[config.mk]
export PLATFORM = sky130hd
export DESIGN_NAME = piso_shift_register
export DESIGN_NICKNAME = d
export VERILOG_FILES = /design/src/rtl/piso_shift_register.sv
export SDC_FILE = /design/constraint.sdc
export NUM_CORES = 1
export LEC_CHECK = 0
export ABC_AREA = 1
export CAP_MARGIN = 25
export CORE_MARGIN = 10
export CORE_UTILIZATION = 39
export DETAILED_ROUTE_END_ITERATION = 6
export PLACE_DENSITY_LB_ADDON = 0.25
export SLEW_MARGIN = 5
export SYNTH_ARGS = -nofsm -noshare
export SYNTH_HDL_FRONTEND = slang
export SYNTH_SLANG_ARGS = --single-unit
[constraint.sdc]
create_clock -name clk -period 1 [get_ports clk]
set_input_delay 0.1 -clock clk [delete_from_list [all_inputs] [get_ports clk]]
set_output_delay 0.1 -clock clk [all_outputs]
set_load 0.01 [all_outputs]
[src/rtl/piso_shift_register.sv]
// Parallel-in/serial-out shift register.
// A load strobe captures an N-bit word. The word then leaves on serial_out one
// bit per clock, MSB first by default. busy and done let a controller pace the
// next word without counting cycles itself.
module piso_shift_register #(
  parameter int N         = 8,
  parameter bit MSB_FIRST = 1'b1
) (
  input  logic         clk,
  input  logic         reset,
  input  logic         load,
  input  logic [N-1:0] data_in,
  output logic         serial_out,
  output logic         busy,
  output logic         done
);

  // Wide enough to hold N itself, because a fresh load sets the count to N.
  localparam int CW = $clog2(N + 1);
  localparam logic [CW-1:0] CNT_LOAD = CW'(N);
  localparam logic [CW-1:0] CNT_ZERO = {CW{1'b0}};
  localparam logic [CW-1:0] CNT_ONE  = {{(CW-1){1'b0}}, 1'b1};

  logic [N-1:0]  sh_r;
  logic [N-1:0]  sh_shift_s;
  logic [CW-1:0] cnt_r;
  logic          done_r;

  // Shift direction and output tap are fixed at elaboration, not muxed at run time.
  // Vacated positions always fill with zero, so an idle register drains to zero.
  generate
    if (MSB_FIRST) begin : g_msb_first
      assign sh_shift_s = {sh_r[N-2:0], 1'b0};
      assign serial_out = sh_r[N-1];
    end else begin : g_lsb_first
      assign sh_shift_s = {1'b0, sh_r[N-1:1]};
      assign serial_out = sh_r[0];
    end
  endgenerate

  // State update. Reset has priority over load, and load has priority over shift.
  // done is set only on a shift edge that consumes the last bit. A reload or a
  // reset therefore abandons the word in flight without a done pulse.
  always_ff @(posedge clk) begin
    if (reset) begin
      sh_r   <= {N{1'b0}};
      cnt_r  <= CNT_ZERO;
      done_r <= 1'b0;
    end else if (load) begin
      sh_r   <= data_in;
      cnt_r  <= CNT_LOAD;
      done_r <= 1'b0;
    end else begin
      sh_r   <= sh_shift_s;
      cnt_r  <= (cnt_r != CNT_ZERO) ? (cnt_r - CNT_ONE) : CNT_ZERO;
      done_r <= (cnt_r == CNT_ONE);
    end
  end

  assign busy = (cnt_r != CNT_ZERO);
  assign done = done_r;

endmodule

==> results.toml <==
[setup_path]
crit_start = "cnt_r[1]"
critical_path_class = "reg2out"
start_kind = "flip-flop"
worstPathRequired_ps = 900
crit_path_end_kind = "primary output"
rr_startpoint = "cnt_r[1]"
critPathMaxStageDelay_ps = 330
critPathMaxFanout = 2
slowest_stage = "dfxtp_2"
crit_chain = "inv_2, ha_4, nand2_4, buf_6"
crit_arrival_ps = 970

[sta]
whs_ps = 358.1
fmax_ghz = 0.9355
rsz0062_at_grt = "yes"
finalHoldViolations = 0
worst_pin_slew_ps = 313.8
finClkSkew_ps = 3.653
max-slew-margin-rel = 0.7902
worst_slack_ps = -68.99
setup_viol = 2
period_needed_ps = 1069
slew_violations = 0
finalCritPeriodShare = 1.069

[global_routing]
grt_max_degree = 10
first_global_vias = 486
grt_pass1_wl_um = 1821
grt_remaining_overflow = 0
antenna_found_initial = 0
grt_use_met1 = 0.06683
grt_usage = 0.07040
met2_usage = 0.1204
top_usage_layer = "met2"
met3_usage = 0.04045

[floorplanning]
die_h_um = 56.31
io_pins = 14
die_w_um = 56.31
start_util = 0.4053
die_area_um2 = 3171
core_um2 = 1269
fp-row-count = 13

[detailed_routing]
routed_wl_um = 1063
routedWlPerCell_um = 10.12
via_per_inst = 4.552
drc = 0
drt_pass1_iterations = 4
drt_iter0_drc = 4
vias = 478
ant_nets = 0

[final_layout]
final-instance-count-excl-fill = 105
area_growth_pct = 53.28
multi_input_area_um2 = 246.5
drive_gt1_frac = 0.3111
final_util = 0.6213
fillers = 119
diodes = 0
final-seq-area_um2 = 262.8
finalNetCount = 104

[clock_tree]
cts-htree-levels = 1
root_buffer = "clkbuf_4"
clk-insertion-delay-late_ps = 260
cts_tree = "yes"
clk_pin_slew_worst_paths_ps = 70
cts.path.max_buffers = 2
clock-sinks = 13
numCtsBuffers = 3
hold_buffers = 0

[power_and_ir_drop]
p_clk_frac = 0.251
combinationalPowerShare = 0.280
peakVddDrop_mv = 0.9856
leakage_nw = 0.3943
power.switching_uw = 323.6
p_int_uw = 907.2
p_per_area_nw_per_um2 = 1561
switching_share = 0.2629
seq_power_share = 0.469

[status]
status = "complete, but fails checks"
violations = "setup timing"

[synth]
synth.most_common_cell = "nand2_1"
synth_top_area_frac = 0.5061
synth_edf_count = 0
synth_nets = 76
syn_area_per_cell_um2 = 8.163
synth_top_area_cell = "dfxtp_1"
yosysWarnings = 0
ys_ff_latch = 13
syn_area_um2 = 514.2
yosys-top-cells-count = "nand2_1 (22), dfxtp_1 (13), nand3_1 (8)"
yosys-top-cells-area = "dfxtp_1 (51%), nand2_1 (16%), nand3_1 (7.8%), ha_1 (4.9%), nor2_8 (3.9%)"
async_flop_share = 0
ys_seq_area_frac = 0.5061
netlist_instances = 63
synthFlopType = "dfxtp_1"
synth_cell_type_count = 14

[place]
dp_cells = 100
port-buffer-count = 13
gp_congestion = 0.6789
dp_hpwl_um = 857.4

[hold_path]
hold_class = "in2reg"
min_from = "data_in[0]"

[run]
max_cap_viol_count = 0
[layer usage]
| layer | vias up | share of wire | routed length [µm] |
|---|---|---|---|
| met5 | - | 0 | 0 |
| met4 | 0 | 0.0094 | 10 |
| met3 | 2 | 0.054 | 57 |
| met2 | 9 | 0.49 | 521 |
| met1 | 215 | 0.45 | 474 |
| li1 | 252 | - | - |
[sequential cells by signal, summed over array words and instances (netlist names)]
| signal | cells |
|---|---|
| sh_r | 8 |
| done | 1 |
| cnt_r | 4 |
[cells in the final DEF (no fill, tap or decap)]
master / instances
a21oi_2: 2
and3_2: 1
buf_4: 11
buf_6: 1
clkbuf_1: 1
clkbuf_4: 3
clkdlybuf4s50_1: 10
dfxtp_1: 11
dfxtp_2: 2
dlygate4sd2_1: 2
ha_1: 1
ha_4: 1
inv_1: 3
inv_2: 3
nand2_1: 21
nand2_2: 1
nand2_4: 1
nand3_1: 8
nor2_1: 4
nor2_2: 1
nor2_8: 1
or2_1: 1
[worst max-delay path, delay by kind of cell (launching register included)]
kind,cells,cell delay (ps)
buffers and inverters,2,190
DFF,1,330
adders and majority gates,1,140
and+or+nand+nor,1,50
[worst paths after layout]
path,cells past startpoint,slack [ps],to
max,4,-70,busy
min,3,360,sh_r[0]
max reg2reg,5,-50,cnt_r[2]
min reg2reg,2,420,sh_r[5]
[cells by family after synthesis]
logic type	count (synthesis)	share of synthesized area
compound gates	2	0.02676
fa+ha+maj	2	0.04865
buf+inv	7	0.06569
flops	13	0.5061
simple gates	39	0.3528
[power groups by stage]
stage               registers [mW]  logic, mW  clock network (mW)
finish                       0.577      0.345               0.309
global route                 0.580      0.378               0.359
CTS                          0.575      0.328               0.329
detailed placement           0.584      0.303                   0
global placement             0.582      0.297                   0
floorplan                    0.585      0.129                   0
[repair_timing]
item | CTS | global route
gates cloned | 0 | 0
gates resized for setup | 13 | 3
setup endpoints to repair | 5 | 3
setup buffers | 1 | 0
pin swaps | 3 | 1
[metrics by stage]
step / power [mW] / instance area, µm² / setup TNS (ps) / setup WS [ps]
after floorplan: 0.7136 / 516.7 / 0 / 8.604
after global placement: 0.8785 / 729.5 / -1585 / -246.7
after detailed placement: 0.8865 / 729.5 / -1788 / -274.2
after CTS: 1.233 / 777.0 / -125.0 / -86.26
after global routing: 1.317 / 788.3 / -279.6 / -131.9
final: 1.231 / 788.3 / -117.8 / -68.99
[final cells by class]
class	instances	share of cell area
Tap cell	15	0.02381
Clock buffer	4	0.03333
Inverter	6	0.02857
Timing Repair Buffer	24	0.2683
Sequential cell	13	0.3333
Multi-Input combinational cell	43	0.3127
Power figures use the tool's default switching activity.
